<file path="src/rtl/fifo2axis_pkg.sv">
// fifo2axis_pkg
// Shared types and helpers for the fifo2axis_pkt packet bridge.
//   state_t      : packet emitter states (IDLE, SEND)
//   cnt_width()  : width of a fill counter that can hold 0..depth
//   DEFAULT_DEPTH: default number of buffer entries
package fifo2axis_pkg;

    typedef enum logic {
        IDLE = 1'b0,
        SEND = 1'b1
    } state_t;

    localparam int DEFAULT_DEPTH = 16;

    // The fill count must reach DEPTH itself, hence depth+1.
    function automatic int cnt_width(input int depth);
        return $clog2(depth + 1);
    endfunction

endpackage

</file>
<file path="src/rtl/fifo2axis_ring.sv">
// fifo2axis_ring
// Circular buffer of DEPTH words with write/read pointers, fill level,
// full flag and a sticky overflow flag.
// Ports:
//   clk, rst   : clock, asynchronous active-high reset
//   din, wr_en : write port; a write is taken only while not full
//   pop        : consume the word at the read pointer (caller guarantees level > 0)
//   rd_data    : word at the read pointer
//   full       : level == DEPTH
//   level      : current fill count
//   overflow   : set by a write attempt while full, cleared only by rst
module fifo2axis_ring
    import fifo2axis_pkg::*;
#(
    parameter int DATA_WIDTH = 32,
    parameter int DEPTH      = DEFAULT_DEPTH,
    parameter int CNT_W      = cnt_width(DEPTH)
) (
    input  logic                  clk,
    input  logic                  rst,
    input  logic [DATA_WIDTH-1:0] din,
    input  logic                  wr_en,
    input  logic                  pop,
    output logic [DATA_WIDTH-1:0] rd_data,
    output logic                  full,
    output logic [CNT_W-1:0]      level,
    output logic                  overflow
);

    localparam int PTR_W = $clog2(DEPTH);

    logic [DATA_WIDTH-1:0] mem_q [DEPTH];
    logic [DATA_WIDTH-1:0] mem_d [DEPTH];
    logic [PTR_W-1:0]      wr_ptr_q, wr_ptr_d;
    logic [PTR_W-1:0]      rd_ptr_q, rd_ptr_d;
    logic [CNT_W-1:0]      level_q, level_d;
    logic                  overflow_q, overflow_d;
    logic                  wr_accept;

    assign full      = (level_q == CNT_W'(DEPTH));
    assign level     = level_q;
    assign overflow  = overflow_q;
    assign rd_data   = mem_q[rd_ptr_q];

    // full is judged on the registered level, so a write that coincides
    // with a pop on a full buffer is still rejected.
    assign wr_accept = wr_en && !full;

    always_comb begin
        mem_d      = mem_q;
        wr_ptr_d   = wr_ptr_q;
        rd_ptr_d   = rd_ptr_q;
        level_d    = level_q;
        overflow_d = overflow_q || (wr_en && full);

        if (wr_accept) begin
            mem_d[wr_ptr_q] = din;
            wr_ptr_d        = wr_ptr_q + PTR_W'(1);
        end
        if (pop) begin
            rd_ptr_d = rd_ptr_q + PTR_W'(1);
        end

        case ({wr_accept, pop})
            2'b10:   level_d = level_q + CNT_W'(1);
            2'b01:   level_d = level_q - CNT_W'(1);
            default: level_d = level_q;
        endcase
    end

    // Storage itself carries no reset; only pointers and level decide validity.
    always_ff @(posedge clk) begin
        mem_q <= mem_d;
    end

    always_ff @(posedge clk or posedge rst) begin
        if (rst) begin
            wr_ptr_q   <= '0;
            rd_ptr_q   <= '0;
            level_q    <= '0;
            overflow_q <= 1'b0;
        end else begin
            wr_ptr_q   <= wr_ptr_d;
            rd_ptr_q   <= rd_ptr_d;
            level_q    <= level_d;
            overflow_q <= overflow_d;
        end
    end

endmodule

</file>
<file path="src/rtl/fifo2axis_pkt.sv">
// fifo2axis_pkt
// Buffers words from a simple write port and emits them as AXI4-Stream
// packets of PKT_LEN beats, generating tlast. Back-to-back packets stream
// without returning to IDLE.
// Optional feature macro: FIFO2AXIS_FLUSH_EN adds a 'flush' input that sends
// a short packet made of whatever is buffered (fewer than PKT_LEN words).
// Ports:
//   clk, rst         : clock, asynchronous active-high reset
//   flush            : (FIFO2AXIS_FLUSH_EN only) request a short packet
//   din, wr_en       : write port
//   full, level      : buffer status
//   enable           : arm packet emission
//   m_axis_*         : AXI4-Stream master (tdata, tvalid, tready, tlast)
//   start_accel      : held high whenever out of reset
//   pkt_done         : one-cycle pulse after the tlast beat handshakes
//   overflow         : sticky write-while-full flag
module fifo2axis_pkt
    import fifo2axis_pkg::*;
#(
    parameter int DATA_WIDTH = 32,
    parameter int DEPTH      = DEFAULT_DEPTH,
    parameter int PKT_LEN    = 4,
    parameter int CNT_W      = cnt_width(DEPTH)
) (
    input  logic                  clk,
    input  logic                  rst,
`ifdef FIFO2AXIS_FLUSH_EN
    input  logic                  flush,
`endif
    input  logic [DATA_WIDTH-1:0] din,
    input  logic                  wr_en,
    output logic                  full,
    output logic [CNT_W-1:0]      level,
    input  logic                  enable,
    output logic [DATA_WIDTH-1:0] m_axis_tdata,
    output logic                  m_axis_tvalid,
    input  logic                  m_axis_tready,
    output logic                  m_axis_tlast,
    output logic                  start_accel,
    output logic                  pkt_done,
    output logic                  overflow
);

    localparam logic [CNT_W-1:0] PKT_LEN_C = CNT_W'(PKT_LEN);

    state_t                state_q, state_d;
    logic [CNT_W-1:0]      beat_cnt_q, beat_cnt_d;
    logic [DATA_WIDTH-1:0] tdata_q, tdata_d;
    logic                  tvalid_q, tvalid_d;
    logic                  tlast_q, tlast_d;
    logic                  pkt_done_q, pkt_done_d;
    logic                  pop;
    logic [DATA_WIDTH-1:0] rd_data;
    logic [CNT_W-1:0]      beat_idx;
    logic [CNT_W-1:0]      pkt_target;
    logic [CNT_W-1:0]      tgt_len;
    logic                  pkt_ready;

`ifdef FIFO2AXIS_FLUSH_EN
    logic [CNT_W-1:0]      tgt_len_q, tgt_len_d;
    logic                  flush_pend_q, flush_pend_d;
    assign tgt_len = tgt_len_q;
`else
    assign tgt_len = PKT_LEN_C;
`endif

    fifo2axis_ring #(
        .DATA_WIDTH (DATA_WIDTH),
        .DEPTH      (DEPTH),
        .CNT_W      (CNT_W)
    ) u_ring (
        .clk      (clk),
        .rst      (rst),
        .din      (din),
        .wr_en    (wr_en),
        .pop      (pop),
        .rd_data  (rd_data),
        .full     (full),
        .level    (level),
        .overflow (overflow)
    );

    assign m_axis_tdata  = tdata_q;
    assign m_axis_tvalid = tvalid_q;
    assign m_axis_tlast  = tlast_q;
    assign pkt_done      = pkt_done_q;
    assign start_accel   = !rst;

    assign pkt_ready = enable && (level >= PKT_LEN_C);

    // Packet FSM, beat counter and output register. A pop always loads the
    // output register; once the tlast beat is loaded no further pop happens
    // until it handshakes, at which point the next packet may start in the
    // same cycle so back-to-back packets have no bubble.
    always_comb begin
        state_d    = state_q;
        beat_cnt_d = beat_cnt_q;
        tdata_d    = tdata_q;
        tvalid_d   = tvalid_q;
        tlast_d    = tlast_q;
        pkt_done_d = tvalid_q && m_axis_tready && tlast_q;
        pop        = 1'b0;
        beat_idx   = beat_cnt_q;
        pkt_target = tgt_len;
`ifdef FIFO2AXIS_FLUSH_EN
        tgt_len_d    = tgt_len_q;
        flush_pend_d = flush_pend_q || flush;
`endif

        if (tvalid_q && m_axis_tready) begin
            tvalid_d = 1'b0;
            tlast_d  = 1'b0;
        end

        case (state_q)
            IDLE: begin
`ifdef FIFO2AXIS_FLUSH_EN
                // A flush seen here is either acted on now or dropped (empty buffer).
                flush_pend_d = 1'b0;
`endif
                if (pkt_ready) begin
                    state_d    = SEND;
                    beat_cnt_d = '0;
`ifdef FIFO2AXIS_FLUSH_EN
                    tgt_len_d  = PKT_LEN_C;
                end else if ((flush || flush_pend_q) && (level != '0)) begin
                    state_d    = SEND;
                    beat_cnt_d = '0;
                    tgt_len_d  = (level < PKT_LEN_C) ? level : PKT_LEN_C;
`endif
                end
            end
            SEND: begin
                if (tvalid_q && tlast_q) begin
                    if (m_axis_tready) begin
                        if (pkt_ready) begin
                            pop        = 1'b1;
                            beat_idx   = '0;
                            pkt_target = PKT_LEN_C;
`ifdef FIFO2AXIS_FLUSH_EN
                            tgt_len_d  = PKT_LEN_C;
`endif
                        end else begin
                            state_d = IDLE;
                        end
                    end
                end else if ((!tvalid_q || m_axis_tready) && (level != '0)) begin
                    pop = 1'b1;
                end
            end
            default: state_d = IDLE;
        endcase

        if (pop) begin
            tdata_d    = rd_data;
            tvalid_d   = 1'b1;
            tlast_d    = (beat_idx == pkt_target - CNT_W'(1));
            beat_cnt_d = beat_idx + CNT_W'(1);
        end
    end

    always_ff @(posedge clk or posedge rst) begin
        if (rst) begin
            state_q      <= IDLE;
            beat_cnt_q   <= '0;
            tdata_q      <= '0;
            tvalid_q     <= 1'b0;
            tlast_q      <= 1'b0;
            pkt_done_q   <= 1'b0;
`ifdef FIFO2AXIS_FLUSH_EN
            tgt_len_q    <= PKT_LEN_C;
            flush_pend_q <= 1'b0;
`endif
        end else begin
            state_q      <= state_d;
            beat_cnt_q   <= beat_cnt_d;
            tdata_q      <= tdata_d;
            tvalid_q     <= tvalid_d;
            tlast_q      <= tlast_d;
            pkt_done_q   <= pkt_done_d;
`ifdef FIFO2AXIS_FLUSH_EN
            tgt_len_q    <= tgt_len_d;
            flush_pend_q <= flush_pend_d;
`endif
        end
    end

endmodule
</file>
<file path="config.mk">
export PLATFORM = sky130hd
export DESIGN_NAME = fifo2axis_pkt
export DESIGN_NICKNAME = d
export VERILOG_FILES = /design/src/rtl/fifo2axis_pkg.sv /design/src/rtl/fifo2axis_ring.sv /design/src/rtl/fifo2axis_pkt.sv
export SDC_FILE = /design/constraint.sdc
export NUM_CORES = 1
export LEC_CHECK = 0
export BUFFER_PORTS_ARGS = -buffer_cell sky130_fd_sc_hd__buf_4
export CELL_PAD_IN_SITES_DETAIL_PLACEMENT = 0
export CELL_PAD_IN_SITES_GLOBAL_PLACEMENT = 1
export CORE_ASPECT_RATIO = 1.1
export CORE_MARGIN = 2
export CORE_UTILIZATION = 59
export DETAILED_ROUTE_END_ITERATION = 8
export GPL_ROUTABILITY_DRIVEN = 0
export GPL_TIMING_DRIVEN = 1
export PLACE_DENSITY = 0.89
export SETUP_SLACK_MARGIN = 0.15
export SLEW_MARGIN = 20
export SYNTH_ARGS = -nofsm -noshare
export SYNTH_HDL_FRONTEND = slang
export SYNTH_SLANG_ARGS = --single-unit
</file>
<file path="constraint.sdc">
create_clock -name clk -period 10.65 [get_ports clk]
set_clock_uncertainty 0.1 [all_clocks]
set_input_delay 1.065 -clock clk [delete_from_list [all_inputs] [get_ports clk]]
set_output_delay 1.065 -clock clk [all_outputs]
set_load 0.1 [all_outputs]
</file>
Yosys cells after proc, flatten, opt, wreduce, memory -nomap -nowiden
Index checks and enable logic that the tools add are counted.
{"block": "word_totals", "ff_bits": 567, "latch_bits": 0, "ramBits": 0, "rom_bits": 0, "inputBits": 37, "out_inout_bits": 43, "n_memories": 0}
{"block": "classes", "addsub": 5, "multipliers": 0, "n_div": 0, "order_cmp": 4, "eq_ne": 5, "shifts": 0, "muxes": 24, "bitwise_logic": 3, "n_reduce_logical": 16}
{"op": "bitwise mux 512 bit", "n": 1}
{"op": "binary-select mux 32 bit (select 4 bit)", "n": 1}
{"op": "demux 32 bit (select 4 bit)", "n": 1}
{"op": "2-to-1 mux 32 bit", "n": 3}
{"op": "2-to-1 mux 5 bit", "n": 6}
{"op": "adder 5 x 1 -> 5 bit, second input constant", "n": 2}
{"op": "greater-or-equal comparator 5 bit, second input constant", "n": 2}
{"op": "2-to-1 mux 1 bit", "n": 10}
{"op": "NOT 4 -> 5 bit", "n": 2}
{"op": "one-hot mux 5 bit (2 select lines)", "n": 1}
{"op": "adder 4 x 1 -> 4 bit, second input constant", "n": 2}
{"op": "logical AND 1 bit", "n": 8}
{"op": "== test 5 x 2 -> 1 bit, second input constant", "n": 1}
{"op": "== test 5 bit, second input constant", "n": 1}
{"op": "greater-or-equal comparator 5 x 3 -> 1 bit, second input constant", "n": 1}
{"op": "< comparator 5 x 1 -> 1 bit, second input constant", "n": 1}
{"op": "nonzero test 5 bit", "n": 1}
{"op": "subtractor 5 x 1 -> 5 bit, second input constant", "n": 1}
{"op": "nonzero test 2 bit", "n": 2}
{"op": "logical NOT 1 bit", "n": 3}
{"op": "== test 2 x 1 -> 1 bit, second input constant", "n": 1}
{"op": "== test 2 bit, second input constant", "n": 1}
{"op": "logical OR 1 bit", "n": 2}
{"op": "!= test 2 x 1 -> 1 bit, second input constant", "n": 1}
{"op": "2 further kinds", "n": 2}

Logic depth before layout (Yosys ltp)
{"block": "depth", "ltp_word": 8, "mapped_depth": 15, "ltp_nobuf": 12}

Hierarchy
Synthesis repeated with hierarchy kept, for this count alone.
{"block": "unflattened", "hier_cells": 997, "hier_area_um2": 21802.2}
{"module": "fifo2axis_ring", "instances": 1, "cells_per_inst": 877, "area_each_um2": 19969.2}
{"module": "fifo2axis_pkt", "instances": 1, "cells_per_inst": 120, "area_each_um2": 1833.0}

Least setup slack after synthesis
No wires, ideal clock.
{"block": "synth_timing", "kind": "register -> register", "startpoint": "register u_ring.level_q[1] (netlist: u_ring.level[1])", "endpoint": "register u_ring.mem_q[384] (netlist bit), enable pin", "setup_time_ns": 0.461, "arrival_time_ns": 4.214, "t_required_ns": 10.089, "path_slack_ns": 5.875, "path_stages_with_launch": 8, "path_buffers": 2, "synth_period_minus_slack_ns": 4.775, "cell_sequence": "dfrtp_1 -> buf_2 -> nor2_1 -> nand3_1 -> and2_1 -> clkbuf_1 -> nand2_1 -> nor3_1"}
{"block": "synth_via", "elab_chain_len": 3}
{"element": "from (decl)", "line_no": "fifo2axis_ring.sv:36", "text": "logic [CNT_W-1:0] level_q, level_d;"}
{"element": "from (signal assigned)", "line_no": "fifo2axis_ring.sv:85", "text": "level_q <= level_d;"}
{"element": "== test 5 bit", "line_no": "fifo2axis_ring.sv:40", "text": "assign full = (level_q == CNT_W'(DEPTH));"}
{"element": "logical NOT 1 bit", "line_no": "fifo2axis_ring.sv:47", "text": "assign wr_accept = wr_en && !full;"}
{"element": "logical AND 1 bit", "line_no": "fifo2axis_ring.sv:47"}
{"element": "to (signal assigned)", "line_no": "fifo2axis_ring.sv:73", "text": "mem_q <= mem_d;"}
{"element": "to (decl)", "line_no": "fifo2axis_ring.sv:32", "text": "logic [DATA_WIDTH-1:0] mem_q [DEPTH];"}
Every way passes these cells.
A chain may end at the register's enable or synchronous reset.

Final worst setup path
{"block": "layout_timing", "startpoint": "input port rst", "endpoint": "output port start_accel"}
{"block": "layout_via", "elab_chain_len": 1}
{"element": "from (decl)", "line_no": "fifo2axis_pkt.sv:26", "text": "input logic rst,"}
{"element": "logical NOT 1 bit (no line)"}
{"element": "to (decl)", "line_no": "fifo2axis_pkt.sv:39", "text": "output logic start_accel,"}
Every way passes these cells.

==> metrics <==
clock buffer depth 3; fillcell total 2211; vias per cell 6.346; combinational power share 0.346; # IOs 80; Max-Cap Viols 0; hold buffer count at cts 0; Initial DRT Pass Iterations 7; dpl cells 1530; pre-CTS WS 6.920 ns; Avg WL per Cell 26.97 um; fin area 0.02478 sq mm; crit path cell chain buf_4, inv_2, buf_4, buf_4; Slew HR 0.3867; die area 0.03860 sq mm; largest net degree at the start of global routing 57; setup repair bufs after CTS 0; DRT iter0 DRCs 1022; number of global-route vias before repair 10860; critical path class in2out; final WL 43900 um; Starting Density 0.6012; register area share after synthesis 0.7665; CTS sink cnt 567; YS warnings 0; endpoints failing hold 0; CTS Buf Count 53; CTS tree yes; Resized Gates After CTS 0; Root Driver clkbuf_16; Max Clock Freq 289.8 MHz; CP max-delay cell buf_4; post-route setup slack 7.199 ns; crit-path max cell delay 0.62 ns; R2R setup slack 7.20 ns; # setup viols final 0; antenna violations before repair 0; FP Rows 73; Seq pwr share 0.405; die height 205.9 um; Pwr Total 0.007372 W; CP most frequent cell buf_4; die width 187.5 um; Layout area overhead 13.37%; total net switching power 0.002551 W; Sw Ratio 0.3460; pin slew with the least headroom to its limit 0.9200 ns; Worst Path Buf+Inv 4; setup TNS 0 ns; Synth Cell Area 0.02185 sq mm; NumNets Final 1144; ANT nets after route 0; post-synth net total 1040; Int Pwr 0.004821 W; worst vdd ir 0.0002267 V; number of diodes 0; worst-path fanout max 56; placed cell areas 0.02308 sq mm; WP data arrival 2.29 ns; WP data required 9.49 ns; run status finished clean; number of H-tree levels 2; element type at the critical path end output port; first-pass GRT wire length 66680 um; syn_area_per_cell 21.99 sq um; ys async rst share 0.09700; layout cells sized above 1 0.3234; dpl hpwl 23100 um; routed via count 10330; FF+latch area 0.01676 sq mm; startpoint types input pin; clk slew on worst S/H paths 0.06 ns; # port buffers 79; unrepaired setup endpoints after global routing false; crit share post-route 0.3240; CP delay by family, top buffers and inverters; area occupied by multi-input gates 0.004888 sq mm; Hold Crit Class reg2reg; core area 0.03635 sq mm; Slew Limit Fails 0; post-route insts no fill 1628; EDFF count, synth 512; GRT Overall Usage 0.2349; ys flop type edfxtp_1; flops & latches, synth 567; clock latency on the worst-skew pair 0.58 ns; Post-Synthesis Cells 994; Tmin final 3.451 ns; Unique masters post-synth 46; # DRC 0; Lkg Pwr 8.308 nW; pwr/cell area 297.5 mW/mm^2; total congestion overflow 0; Clk pwr share 0.249
cell usage after synthesis, types with 3 or more instances:
cell        n  area [sq um]
nand3_1     4         20.02
buf_6       7         78.83
mux2i_1    31         310.3
a21oi_1    34         170.2
inv_1      10         37.54
buf_1       8         30.03
mux4_2    129          2905
o21ai_0     7         35.03
o22ai_1    31         193.9
edfxtp_1  512         15370
mux2_4     31         465.5
nor2_1     17         63.81
buf_2      21         105.1
nand2_1    13         48.80
ha_1        9         112.6
xor2_1      6         52.55
clkbuf_1   18         67.56
a21o_1      3         22.52
nor3_1      5         25.02
xnor2_1     7         61.31
dfrtp_1    55          1376
nand2b_1    4         25.02
power by group through the flow:
| stage | logic, W | registers, W | clock network, W |
|---|---|---|---|
| 2_1_floorplan | 0.00154 | 0.00343 | 0 |
| 3_3_place_gp | 0.00250 | 0.00301 | 0 |
| 3_5_place_dp | 0.00254 | 0.00303 | 0 |
| 4_1_cts | 0.00257 | 0.00299 | 0.00186 |
| 5_1_grt | 0.00269 | 0.00302 | 0.00194 |
| 6_report | 0.00255 | 0.00299 | 0.00183 |
metal layers:
metal  wire length [um]  track usage
met3               2916      0.03974
met4                927      0.07030
met2              23050       0.4121
met1              17010       0.3077
met5                  0            0
cell usage in the layout, fill, tap and decap left out, drive strengths merged, types with 2 or more instances in the layout:
cell    instances
nand2          13
a31oi           2
and2            2
xnor2           7
a22o            2
clkinv         13
o21ai           8
o31ai           3
o22ai          31
ha              9
nor2           17
nand4           2
inv            12
mux2i          31
nor2b           2
buf           105
mux4          129
edfxtp        512
a21o            3
clkbuf         81
nand2b          4
xor2            6
bufinv          2
dfrtp          55
nor3            6
a21oi          34
nand3           4
mux2           34
final timing paths:
path | start | cells past startpoint | end
max reg2reg | u_ring.rd_ptr_q[0] | 4 | m_axis_tdata[19]
min reg2reg | u_ring.overflow | 1 | u_ring.overflow
max in group asynchronous | rst | 3 | u_ring.rd_ptr_q[2]
min in group asynchronous | rst | 3 | m_axis_tdata[26]
min | u_ring.overflow | 1 | u_ring.overflow
max | rst | 4 | start_accel
per-stage QoR:
step | util | hold WS, ns
6_report | 0.6816 | 0.3601
5_1_grt | 0.6816 | 0.3844
4_1_cts | 0.6816 | 0.3630
3_5_place_dp | 0.6350 | 0.3492
3_3_place_gp | 0.6350 | 0.3415
2_1_floorplan | - | 0.3801
cell families after synthesis:
kind of cell | after synthesis | share of synthesized area
adders and majority gates | 9 | 0.005153
muxes | 194 | 0.1700
xor gates and xnor gates | 13 | 0.005210
buffers and inverters | 66 | 0.01529
AOI/OAI and AO/OA | 89 | 0.02513
and+or+nand+nor | 56 | 0.01277
DFF | 567 | 0.7665
sequential cells by signal, indices dropped and copies added (netlist names):
name             count
state_q              1
beat_cnt_q           5
u_ring.mem_q       512
m_axis_tvalid        1
pkt_done             1
u_ring.rd_ptr_q      4
u_ring.level         5
u_ring.wr_ptr_q      4
m_axis_tlast         1
m_axis_tdata        32
u_ring.overflow      1
final cells by class:
cell class,count,share of cell area
sequential,567,0.6764
clock buffer,81,0.06272
inverter,10,0.001515
multi-input combinational,361,0.1973
timing repair buffer,105,0.03181
clock inverter,17,0.005656
tap,487,0.02459
Note: power is estimated with default switching activity, not from simulation.
